**src/rtl/adpll_mon_pkg.sv**
```systemverilog
// Shared types and constants for the ADPLL lock monitor.
package adpll_mon_pkg;

    typedef enum logic [1:0] {
        ST_IDLE  = 2'd0,
        ST_ARM   = 2'd1,
        ST_COUNT = 2'd2
    } mon_state_e;

    localparam int unsigned SYNC_STAGES = 2;
    localparam int unsigned LOSS_CNT_W  = 8;

endpackage

```
**src/rtl/adpll_edge_sync.sv**
```systemverilog
// Brings one asynchronous clock into the fpga_clk domain and emits a
// single-cycle pulse for each rising edge.
module adpll_edge_sync
    import adpll_mon_pkg::*;
(
    input  logic clk_i,
    input  logic reset_i,
    input  logic async_i,
    output logic pulse_o
);

    logic [SYNC_STAGES-1:0] sync_q;
    logic                   edge_q;
    logic                   pulse_q;

    always_ff @(posedge clk_i) begin
        if (reset_i) begin
            sync_q  <= '0;
            edge_q  <= 1'b0;
            pulse_q <= 1'b0;
        end else begin
            sync_q  <= {sync_q[SYNC_STAGES-2:0], async_i};
            edge_q  <= sync_q[SYNC_STAGES-1];
            pulse_q <= sync_q[SYNC_STAGES-1] & ~edge_q;
        end
    end

    assign pulse_o = pulse_q;

endmodule

```
**src/rtl/adpll_lock_monitor.sv**
```systemverilog
// Gated-window frequency counter and lock tracker for the ADPLL node clocks.
// Optional per-node loss-of-lock counters: define ADPLL_LOCK_MON_LOSS_CNT_EN.
module adpll_lock_monitor
    import adpll_mon_pkg::*;
#(
    parameter int unsigned NUM_NODES    = 4,
    parameter int unsigned CNT_WIDTH    = 12,
    parameter int unsigned GATE_EDGES   = 256,
    parameter int unsigned LOCK_TOL     = 2,
    parameter int unsigned LOCK_WINDOWS = 4
) (
    input  logic                            fpga_clk_i,
    input  logic                            reset_i,
    input  logic                            enable_i,
    input  logic                            ref_i,
    input  logic [NUM_NODES-1:0]            node_clk_i,
    output logic [NUM_NODES*CNT_WIDTH-1:0]  count_o,
    output logic                            valid_o,
    output logic [NUM_NODES-1:0]            locked_o,
    output logic                            all_locked_o,
`ifdef ADPLL_LOCK_MON_LOSS_CNT_EN
    output logic [NUM_NODES*LOSS_CNT_W-1:0] loss_cnt_o,
`endif
    output logic [NUM_NODES-1:0]            overflow_o
);

    localparam int unsigned GOOD_W   = $clog2(LOCK_WINDOWS + 1);
    localparam int unsigned LO_BOUND = (GATE_EDGES > LOCK_TOL) ? GATE_EDGES - LOCK_TOL : 0;
    localparam int unsigned HI_BOUND = GATE_EDGES + LOCK_TOL;
    localparam logic [CNT_WIDTH-1:0] CNT_MAX = '1;

    logic                 ref_pulse;
    logic [NUM_NODES-1:0] node_pulse;

    adpll_edge_sync u_ref_sync (
        .clk_i   (fpga_clk_i),
        .reset_i (reset_i),
        .async_i (ref_i),
        .pulse_o (ref_pulse)
    );

    for (genvar g = 0; g < NUM_NODES; g++) begin : g_node_sync
        adpll_edge_sync u_node_sync (
            .clk_i   (fpga_clk_i),
            .reset_i (reset_i),
            .async_i (node_clk_i[g]),
            .pulse_o (node_pulse[g])
        );
    end

    mon_state_e                     state_q;
    logic [CNT_WIDTH-1:0]           ref_cnt_q;
    logic [CNT_WIDTH-1:0]           node_cnt_q [NUM_NODES];
    logic [NUM_NODES-1:0]           node_ovf_q;
    logic [GOOD_W-1:0]              good_q     [NUM_NODES];
    logic [NUM_NODES*CNT_WIDTH-1:0] count_q;
    logic                           valid_q;
    logic [NUM_NODES-1:0]           locked_q;
    logic [NUM_NODES-1:0]           ovf_out_q;
    logic                           all_locked_q;

    logic                           terminal_c;
    logic [NUM_NODES-1:0]           in_tol_c;
    logic [CNT_WIDTH-1:0]           cnt_inc_d  [NUM_NODES];
    logic [NUM_NODES-1:0]           ovf_inc_d;
    logic [GOOD_W-1:0]              good_d     [NUM_NODES];
    logic [NUM_NODES-1:0]           locked_d;

    // Saturating counter steps and tolerance verdict of the window now closing.
    always_comb begin
        terminal_c = enable_i && (state_q == ST_COUNT) && ref_pulse &&
                     (ref_cnt_q == CNT_WIDTH'(GATE_EDGES - 1));
        for (int unsigned n = 0; n < NUM_NODES; n++) begin
            cnt_inc_d[n] = node_cnt_q[n];
            ovf_inc_d[n] = node_ovf_q[n];
            if (node_pulse[n]) begin
                if (node_cnt_q[n] == CNT_MAX) begin
                    ovf_inc_d[n] = 1'b1;
                end else begin
                    cnt_inc_d[n] = node_cnt_q[n] + 1'b1;
                end
            end
            in_tol_c[n] = !node_ovf_q[n] &&
                          (32'(node_cnt_q[n]) >= LO_BOUND) &&
                          (32'(node_cnt_q[n]) <= HI_BOUND);
            good_d[n]   = '0;
            locked_d[n] = 1'b0;
            if (in_tol_c[n]) begin
                good_d[n]   = (good_q[n] == GOOD_W'(LOCK_WINDOWS)) ? good_q[n] : good_q[n] + 1'b1;
                locked_d[n] = (good_d[n] == GOOD_W'(LOCK_WINDOWS));
            end
        end
    end

    // Window FSM; the terminal edge both closes a window and opens the next.
    always_ff @(posedge fpga_clk_i) begin
        if (reset_i) begin
            state_q      <= ST_IDLE;
            ref_cnt_q    <= '0;
            node_ovf_q   <= '0;
            count_q      <= '0;
            valid_q      <= 1'b0;
            locked_q     <= '0;
            ovf_out_q    <= '0;
            all_locked_q <= 1'b0;
            for (int unsigned n = 0; n < NUM_NODES; n++) begin
                node_cnt_q[n] <= '0;
                good_q[n]     <= '0;
            end
        end else begin
            valid_q      <= 1'b0;
            all_locked_q <= &locked_q;
            if (!enable_i) begin
                state_q    <= ST_IDLE;
                ref_cnt_q  <= '0;
                node_ovf_q <= '0;
                locked_q   <= '0;
                for (int unsigned n = 0; n < NUM_NODES; n++) begin
                    node_cnt_q[n] <= '0;
                    good_q[n]     <= '0;
                end
            end else begin
                case (state_q)
                    ST_IDLE: begin
                        state_q    <= ST_ARM;
                        ref_cnt_q  <= '0;
                        node_ovf_q <= '0;
                        for (int unsigned n = 0; n < NUM_NODES; n++) begin
                            node_cnt_q[n] <= '0;
                        end
                    end
                    ST_ARM: begin
                        if (ref_pulse) begin
                            state_q    <= ST_COUNT;
                            ref_cnt_q  <= '0;
                            node_ovf_q <= '0;
                            for (int unsigned n = 0; n < NUM_NODES; n++) begin
                                node_cnt_q[n] <= CNT_WIDTH'(node_pulse[n]);
                            end
                        end
                    end
                    ST_COUNT: begin
                        if (terminal_c) begin
                            valid_q    <= 1'b1;
                            ovf_out_q  <= node_ovf_q;
                            locked_q   <= locked_d;
                            ref_cnt_q  <= '0;
                            node_ovf_q <= '0;
                            for (int unsigned n = 0; n < NUM_NODES; n++) begin
                                count_q[n*CNT_WIDTH +: CNT_WIDTH] <= node_cnt_q[n];
                                good_q[n]     <= good_d[n];
                                node_cnt_q[n] <= CNT_WIDTH'(node_pulse[n]);
                            end
                        end else begin
                            if (ref_pulse) begin
                                ref_cnt_q <= ref_cnt_q + 1'b1;
                            end
                            node_ovf_q <= ovf_inc_d;
                            for (int unsigned n = 0; n < NUM_NODES; n++) begin
                                node_cnt_q[n] <= cnt_inc_d[n];
                            end
                        end
                    end
                    default: state_q <= ST_IDLE;
                endcase
            end
        end
    end

`ifdef ADPLL_LOCK_MON_LOSS_CNT_EN
    logic [LOSS_CNT_W-1:0] loss_q [NUM_NODES];

    // Counts lock losses caused by a bad window; only reset clears it.
    always_ff @(posedge fpga_clk_i) begin
        if (reset_i) begin
            for (int unsigned n = 0; n < NUM_NODES; n++) begin
                loss_q[n] <= '0;
            end
        end else if (terminal_c) begin
            for (int unsigned n = 0; n < NUM_NODES; n++) begin
                if (locked_q[n] && !in_tol_c[n] && (loss_q[n] != '1)) begin
                    loss_q[n] <= loss_q[n] + 1'b1;
                end
            end
        end
    end

    for (genvar g = 0; g < NUM_NODES; g++) begin : g_loss_out
        assign loss_cnt_o[g*LOSS_CNT_W +: LOSS_CNT_W] = loss_q[g];
    end
`endif

    assign count_o      = count_q;
    assign valid_o      = valid_q;
    assign locked_o     = locked_q;
    assign all_locked_o = all_locked_q;
    assign overflow_o   = ovf_out_q;

endmodule

```
**config.mk**
```make
export PLATFORM = sky130hd
export DESIGN_NAME = adpll_lock_monitor
export DESIGN_NICKNAME = d
export VERILOG_FILES = /design/src/rtl/adpll_mon_pkg.sv /design/src/rtl/adpll_edge_sync.sv /design/src/rtl/adpll_lock_monitor.sv
export SDC_FILE = /design/constraint.sdc
export NUM_CORES = 1
export LEC_CHECK = 0
export CORE_AREA = 2 2 128 130
export CTS_CLUSTER_DIAMETER = 200
export DETAILED_ROUTE_END_ITERATION = 16
export DIE_AREA = 0 0 130 132
export SETUP_SLACK_MARGIN = 0.4
export SLEW_MARGIN = 20
export SYNTH_ARGS = -nofsm -noshare
export SYNTH_HDL_FRONTEND = slang
export SYNTH_SLANG_ARGS = --single-unit
```
**constraint.sdc**
```tcl
create_clock -name fpga_clk_i -period 9.6 [get_ports fpga_clk_i]
set_input_delay 2.88 -clock fpga_clk_i [delete_from_list [all_inputs] [get_ports fpga_clk_i]]
set_output_delay 2.88 -clock fpga_clk_i [all_outputs]
set_load 0.005 [all_outputs]
```
* Yosys cells after proc, flatten, opt, wreduce, memory -nomap -nowiden
Memory sizes are Yosys's and may differ from the RTL's.
Cells that the tools add are included.
** Word-level totals
- Register bits :: 96
- Bits in latches :: 0
- Memories kept :: 2
- Output and inout bits :: 58
- Logic and storage cells :: 226
- Memory bits (read-only) :: 0
- RAM bits :: 60
** Cells by class
- Bitwise logic cells :: 40
- Muxes and demuxes :: 89
- Shifts and indexed selects :: 0
- Add/sub/neg operators :: 9
- Order comparisons :: 8
- Reduce and logical (&&, ||, !) cells :: 27
- Multipliers :: 0
- Equality and inequality tests :: 25
- Div/mod/pow operators :: 0
** Memory list
- node_cnt_q :: depth 4, bits a word 12, rd ports 4, clocked after memory_dff 0, write ports 4, RTL line adpll_lock_monitor.sv:53 : logic [CNT_WIDTH-1:0] node_cnt_q [NUM_NODES];
- good_q :: depth 4, bits a word 3, rd ports 4, clocked after memory_dff 0, write ports 4, RTL line adpll_lock_monitor.sv:55 : logic [GOOD_W-1:0] good_q [NUM_NODES];
** Operator list (count)
- two-way mux 12 bit :: 31
- adder 12 x 1 -> 12 bit, second input constant :: 5
- equality test 12 bit, second input constant :: 4
- greater-or-equal comparator 12 x 8 -> 1 bit, second input constant :: 4
- <= comparator 12 x 9 -> 1 bit, second input constant :: 4
- two-way mux 3 bit :: 16
- two-way mux 1 bit :: 36
- case mux 12 bit (3 select lines) :: 1
- bitwise OR 1 bit :: 28
- inequality test 3 x 2 -> 1 bit, second input constant :: 9
- equality test 3 bit, second input constant :: 8
- AND reduction 4 bit :: 5
- adder 3 x 1 -> 3 bit, second input constant :: 4
- equality test 12 x 8 -> 1 bit, second input constant :: 1
- case mux 4 bit (3 select lines) :: 1
- logical AND 1 bit :: 11
- two-way mux 4 bit :: 2
- NOT 1 bit :: 7
- case mux 2 bit (3 select lines) :: 1
- AND reduction 3 bit :: 2
- bitwise AND 1 bit :: 5
- logical NOT 1 bit :: 4
- AND reduction 2 bit :: 2
- nonzero test 3 bit :: 1
- 6 further kinds :: 6

* Logic depth before layout (Yosys ltp)
- Depth in word-level cells :: 11
- Mapped depth :: 8
- Depth with buffers taken out :: 7

* Modules after synthesis
Synthesis repeated with hierarchy kept, for this count alone.
** Second synthesis, totals
- Cell total of the unflattened synthesis :: 821
- Area, all modules :: 7019.2 um2
** By module, submodules not included
- adpll_lock_monitor :: cells each 781, sequential area each 2962.8 um2, instances 1, area an instance 6462.4 um2
- adpll_edge_sync :: cells each 8, sequential area each 80.1 um2, instances 5, area an instance 111.4 um2

* Least setup slack after synthesis
Ideal clock, no wire load.
- Path kind :: input to register
- Start :: input enable_i
- End :: memory node_cnt_q[1][0], enable pin
- Required time :: 9200 ps
- Arrival time :: 4805 ps
- Cell stages on the path :: 6
- Setup time :: 400 ps
- Path slack :: 4394 ps
- Buffers on the path :: 2
- Path through :: nor2b_1 clkbuf_1 and2_1 nand2_1 buf_2 o31ai_1
** RTL lines
- from (decl) :: RTL line adpll_lock_monitor.sv:14 : input logic enable_i,
- to (decl) :: RTL line adpll_lock_monitor.sv:53

==> flow_metrics.env <==
export IMPL_met1_usage_pct=27.2
export IMPL_cts_clk_slew_worst_paths_ns=0.06
export IMPL_yosys_area_share_simple_pct=26.9
export IMPL_tns_ns=0
export IMPL_hold_slack_ns=0.385
export IMPL_tritoncts="done"
export IMPL_final_common_cell="nand2_1"
export IMPL_vias=5775
export IMPL_grt_pass1_vias=5702
export IMPL_grt_use_met3_pct=4.99
export IMPL_synthFlopType="dfxtp_1"
export IMPL_p_int_w=0.00118
export IMPL_synth_adder_area_share_pct=3.07
export IMPL_critPathKind="in2reg"
export IMPL_ir_worst_vdd_v=0.000126
export IMPL_worstPathRequired_ns=9.73
export IMPL_wl_microns=16600
export IMPL_yosysUniqueCellTypes=56
export IMPL_met2_usage_pct=32.5
export IMPL_grtUsageTotal_pct=20.5
export IMPL_timing_final_crit_share_pct=57.2
export IMPL_synth_xor_area_share_pct=3.04
export IMPL_relSlewSlack_pct=36.2
export IMPL_fin_cells=1085
export IMPL_cts_setup_buffers=0
export IMPL_vias_per_cell=5.32
export IMPL_power_density_mw_per_mm2=177
export IMPL_core_area_sq_mm=0.0157
export IMPL_die_y_microns=132
export IMPL_drv_slew=0
export IMPL_cts_htree_levels=4
export IMPL_yosys_warnings=0
export IMPL_n_fill_cell=1478
export IMPL_pwr_share_seq_pct=45.7
export IMPL_synth_async_reset_ratio_pct=0
export IMPL_netlist_instances=810
export IMPL_setup_viol=0
export IMPL_max_cap_viol_count=0
export IMPL_clock_sinks=156
export IMPL_synth_top_family_by_area="simple AND/OR/NAND/NOR gates"
export IMPL_p_switching_w=0.000302
export IMPL_row_count=46
export IMPL_grt_overflow_total=0
export IMPL_cts_resized=0
export IMPL_synth_seq_cells=156
export IMPL_die_area_sq_mm=0.0172
export IMPL_rsz0062_at_grt="no"
export IMPL_final_cell_mix="nand2_1 (150), dfxtp_1 (132), a21oi_1 (79), clkdlybuf4s50_1 (64), nor2_1 (57)"
export IMPL_clockBufferDepth=2
export IMPL_synth_compound_area_share_pct=13.8
export IMPL_period_needed_ns=5.49
export IMPL_cts_hold_buf=0
export IMPL_cp_end_kind="flop"
export IMPL_hp_class="reg2reg"
export IMPL_syn_area_sq_mm=0.00692
export IMPL_wl_per_cell_microns=15.3
export IMPL_start_util_pct=44.1
export IMPL_globalRoute_busiestLayer="met2"
export IMPL_antenna_found_initial=0
export IMPL_tightest_slew_ns=0.955
export IMPL_fin_skew_ns=0.00901
export IMPL_switching_share_pct=20.4
export IMPL_pre_cts_slack_ns=3.61
export IMPL_hold_viol=0
export IMPL_path_max_fanout=27
export IMPL_port_buffers=65
export IMPL_clkLatencyLatePin_ns=0.43
export IMPL_drt_iter0_drc=302
export IMPL_synth_nets=835
export IMPL_start_kind="primary input"
export IMPL_diodes=0
export IMPL_place_hpwl_microns=11400
export IMPL_fin_nets=881
export IMPL_setup_ws_ns=4.11
export IMPL_cts_buffers=17
export IMPL_grt_max_degree=60
export IMPL_combinationalPowerShare_pct=2.2
export IMPL_io_pins=66
export IMPL_p_leak_nw=2.79
export IMPL_gp_congestion=0.850
export IMPL_syn2layout_area_growth_pct=21.2
export IMPL_fin_total_pwr_w=0.00148
export IMPL_dp_cells=1053
export IMPL_drcViolationCount=0
export IMPL_status="finished clean"
export IMPL_drive_above_1_share_pct=5.41
export IMPL_fmax_mhz=182
export IMPL_synth_avg_cell_area_sq_um=8.55
export IMPL_dr_pass1_iters=5
export IMPL_clkPwrFrac_pct=52.1
export IMPL_synthMuxAreaShare_pct=0.615
export IMPL_worstPathArrival_ns=5.62
export IMPL_grt_pass1_wl_microns=28200
export IMPL_ant_nets=0
export IMPL_root_buffer="clkbuf_16"
export IMPL_seq_area_frac_synth_pct=48.6
export IMPL_synth_edf_count=24
export IMPL_die_x_microns=130
==> cell type report <==
type | instances | area (sq um) | share of cell area (%)
Timing Repair Buffer | 69 | 676 | 8.06
Sequential cell | 156 | 3360 | 40.1
Tap cell | 216 | 270 | 3.22
Inverter | 27 | 101 | 1.21
Clock buffer | 19 | 443 | 5.28
Multi-Input combinational cell | 585 | 3300 | 39.3
Clock inverter | 13 | 236 | 2.82
==> logic make-up (layout without fill, tap and decap cells) <==
| logic type | Yosys count | count (layout) |
|---|---|---|
| compound gates | 160 | 160 |
| simple gates | 380 | 380 |
| flops | 156 | 156 |
| mux | 4 | 4 |
| buf+inv | 69 | 128 |
| fa+ha+maj | 17 | 17 |
| xor+xnor | 24 | 24 |
==> critical path, stage by stage <==
cell and delay, ns:
clkdlybuf4s50_1 0.56, nor2b_1 0.62, and2_1 0.28, nand2_1 0.54, o31ai_1 0.46, buf_4 0.26
==> power by group through the flow <==
stage          clock network, W  logic (W)  registers [W]
2_1_floorplan                 0  0.0000243       0.000688
3_3_place_gp                  0  0.0000316       0.000690
3_5_place_dp                  0  0.0000327       0.000690
4_1_cts                0.000782  0.0000329       0.000676
5_1_grt                0.000814  0.0000370       0.000677
6_report               0.000772  0.0000326       0.000676
==> flip-flops by register name, indices dropped and copies added, names as in the netlist <==
| signal | cells |
|---|---|
| u_ref_sync.edge_q | 1 |
| locked_o | 4 |
| ref_cnt_q | 12 |
| overflow_o | 4 |
| valid_o | 1 |
| node_ovf_q | 4 |
| count_o | 48 |
| g_node_sync.u_node_sync.sync_q | 8 |
| g_node_sync.u_node_sync.pulse_o | 4 |
| node_cnt_q | 48 |
| good_q | 12 |
| all_locked_o | 1 |
| u_ref_sync.sync_q | 2 |
| g_node_sync.u_node_sync.edge_q | 4 |
| u_ref_sync.pulse_o | 1 |
| state_q | 2 |
==> cells in the mapped netlist (3+ instances only) <==
library cell | number | area share, %
nand2_1 | 150 | 8.1
dfxtp_1 | 132 | 38
a21oi_1 | 79 | 5.7
nor2_1 | 57 | 3.1
clkbuf_1 | 34 | 1.8
nand3_1 | 32 | 2.3
inv_1 | 27 | 1.5
o21ai_0 | 25 | 1.8
edfxtp_1 | 24 | 10
nor2b_1 | 24 | 2.2
nor3_1 | 19 | 1.4
ha_1 | 17 | 3.1
nand4_1 | 15 | 1.4
or4_1 | 15 | 1.6
xnor2_1 | 15 | 1.9
or3_1 | 14 | 1.3
a31oi_1 | 11 | 0.99
o31ai_1 | 11 | 1.2
and3_1 | 10 | 0.90
xor2_1 | 9 | 1.1
nand3b_1 | 8 | 0.87
nand2b_1 | 7 | 0.63
nor4_1 | 7 | 0.63
buf_2 | 6 | 0.43
o211ai_1 | 6 | 0.65
and2_1 | 5 | 0.45
a21o_1 | 4 | 0.43
a22o_1 | 4 | 0.51
and4_1 | 4 | 0.51
nor3b_1 | 4 | 0.43
a31o_2 | 3 | 0.38
==> per-stage QoR <==
stage	util [%]	area, sq um
floorplan	-	6920
global placement	49.0	7700
detailed placement	49.0	7700
CTS	53.4	8380
global route	53.4	8390
finish	53.4	8390
==> metal layers <==
layer	up-vias	share of wire (%)	wire [microns]
met3	17	3.4	569
met4	0	1.5	241
li1	2932	-	-
met2	99	47	7800
met5	-	0	0
met1	2727	48	7980
==> path summary, 6_finish.rpt <==
kind	depth (start not counted)	to	slack (ns)	from
worst max-delay path	6	node_cnt_q[1][1]$_SDFFCE_PP0P_	4.11	enable_i
worst min register to register	1	g_node_sync[1].u_node_sync.pulse_o$_SDFF_PP0_	0.39	g_node_sync[1].u_node_sync.edge_q$_SDFF_PP0_
worst min-delay path	1	g_node_sync[1].u_node_sync.pulse_o$_SDFF_PP0_	0.39	g_node_sync[1].u_node_sync.edge_q$_SDFF_PP0_
worst max register to register	6	node_cnt_q[1][1]$_SDFFCE_PP0P_	6.73	ref_cnt_q[0]$_SDFFE_PP0P_
Note: power is estimated with default switching activity, not from simulation.
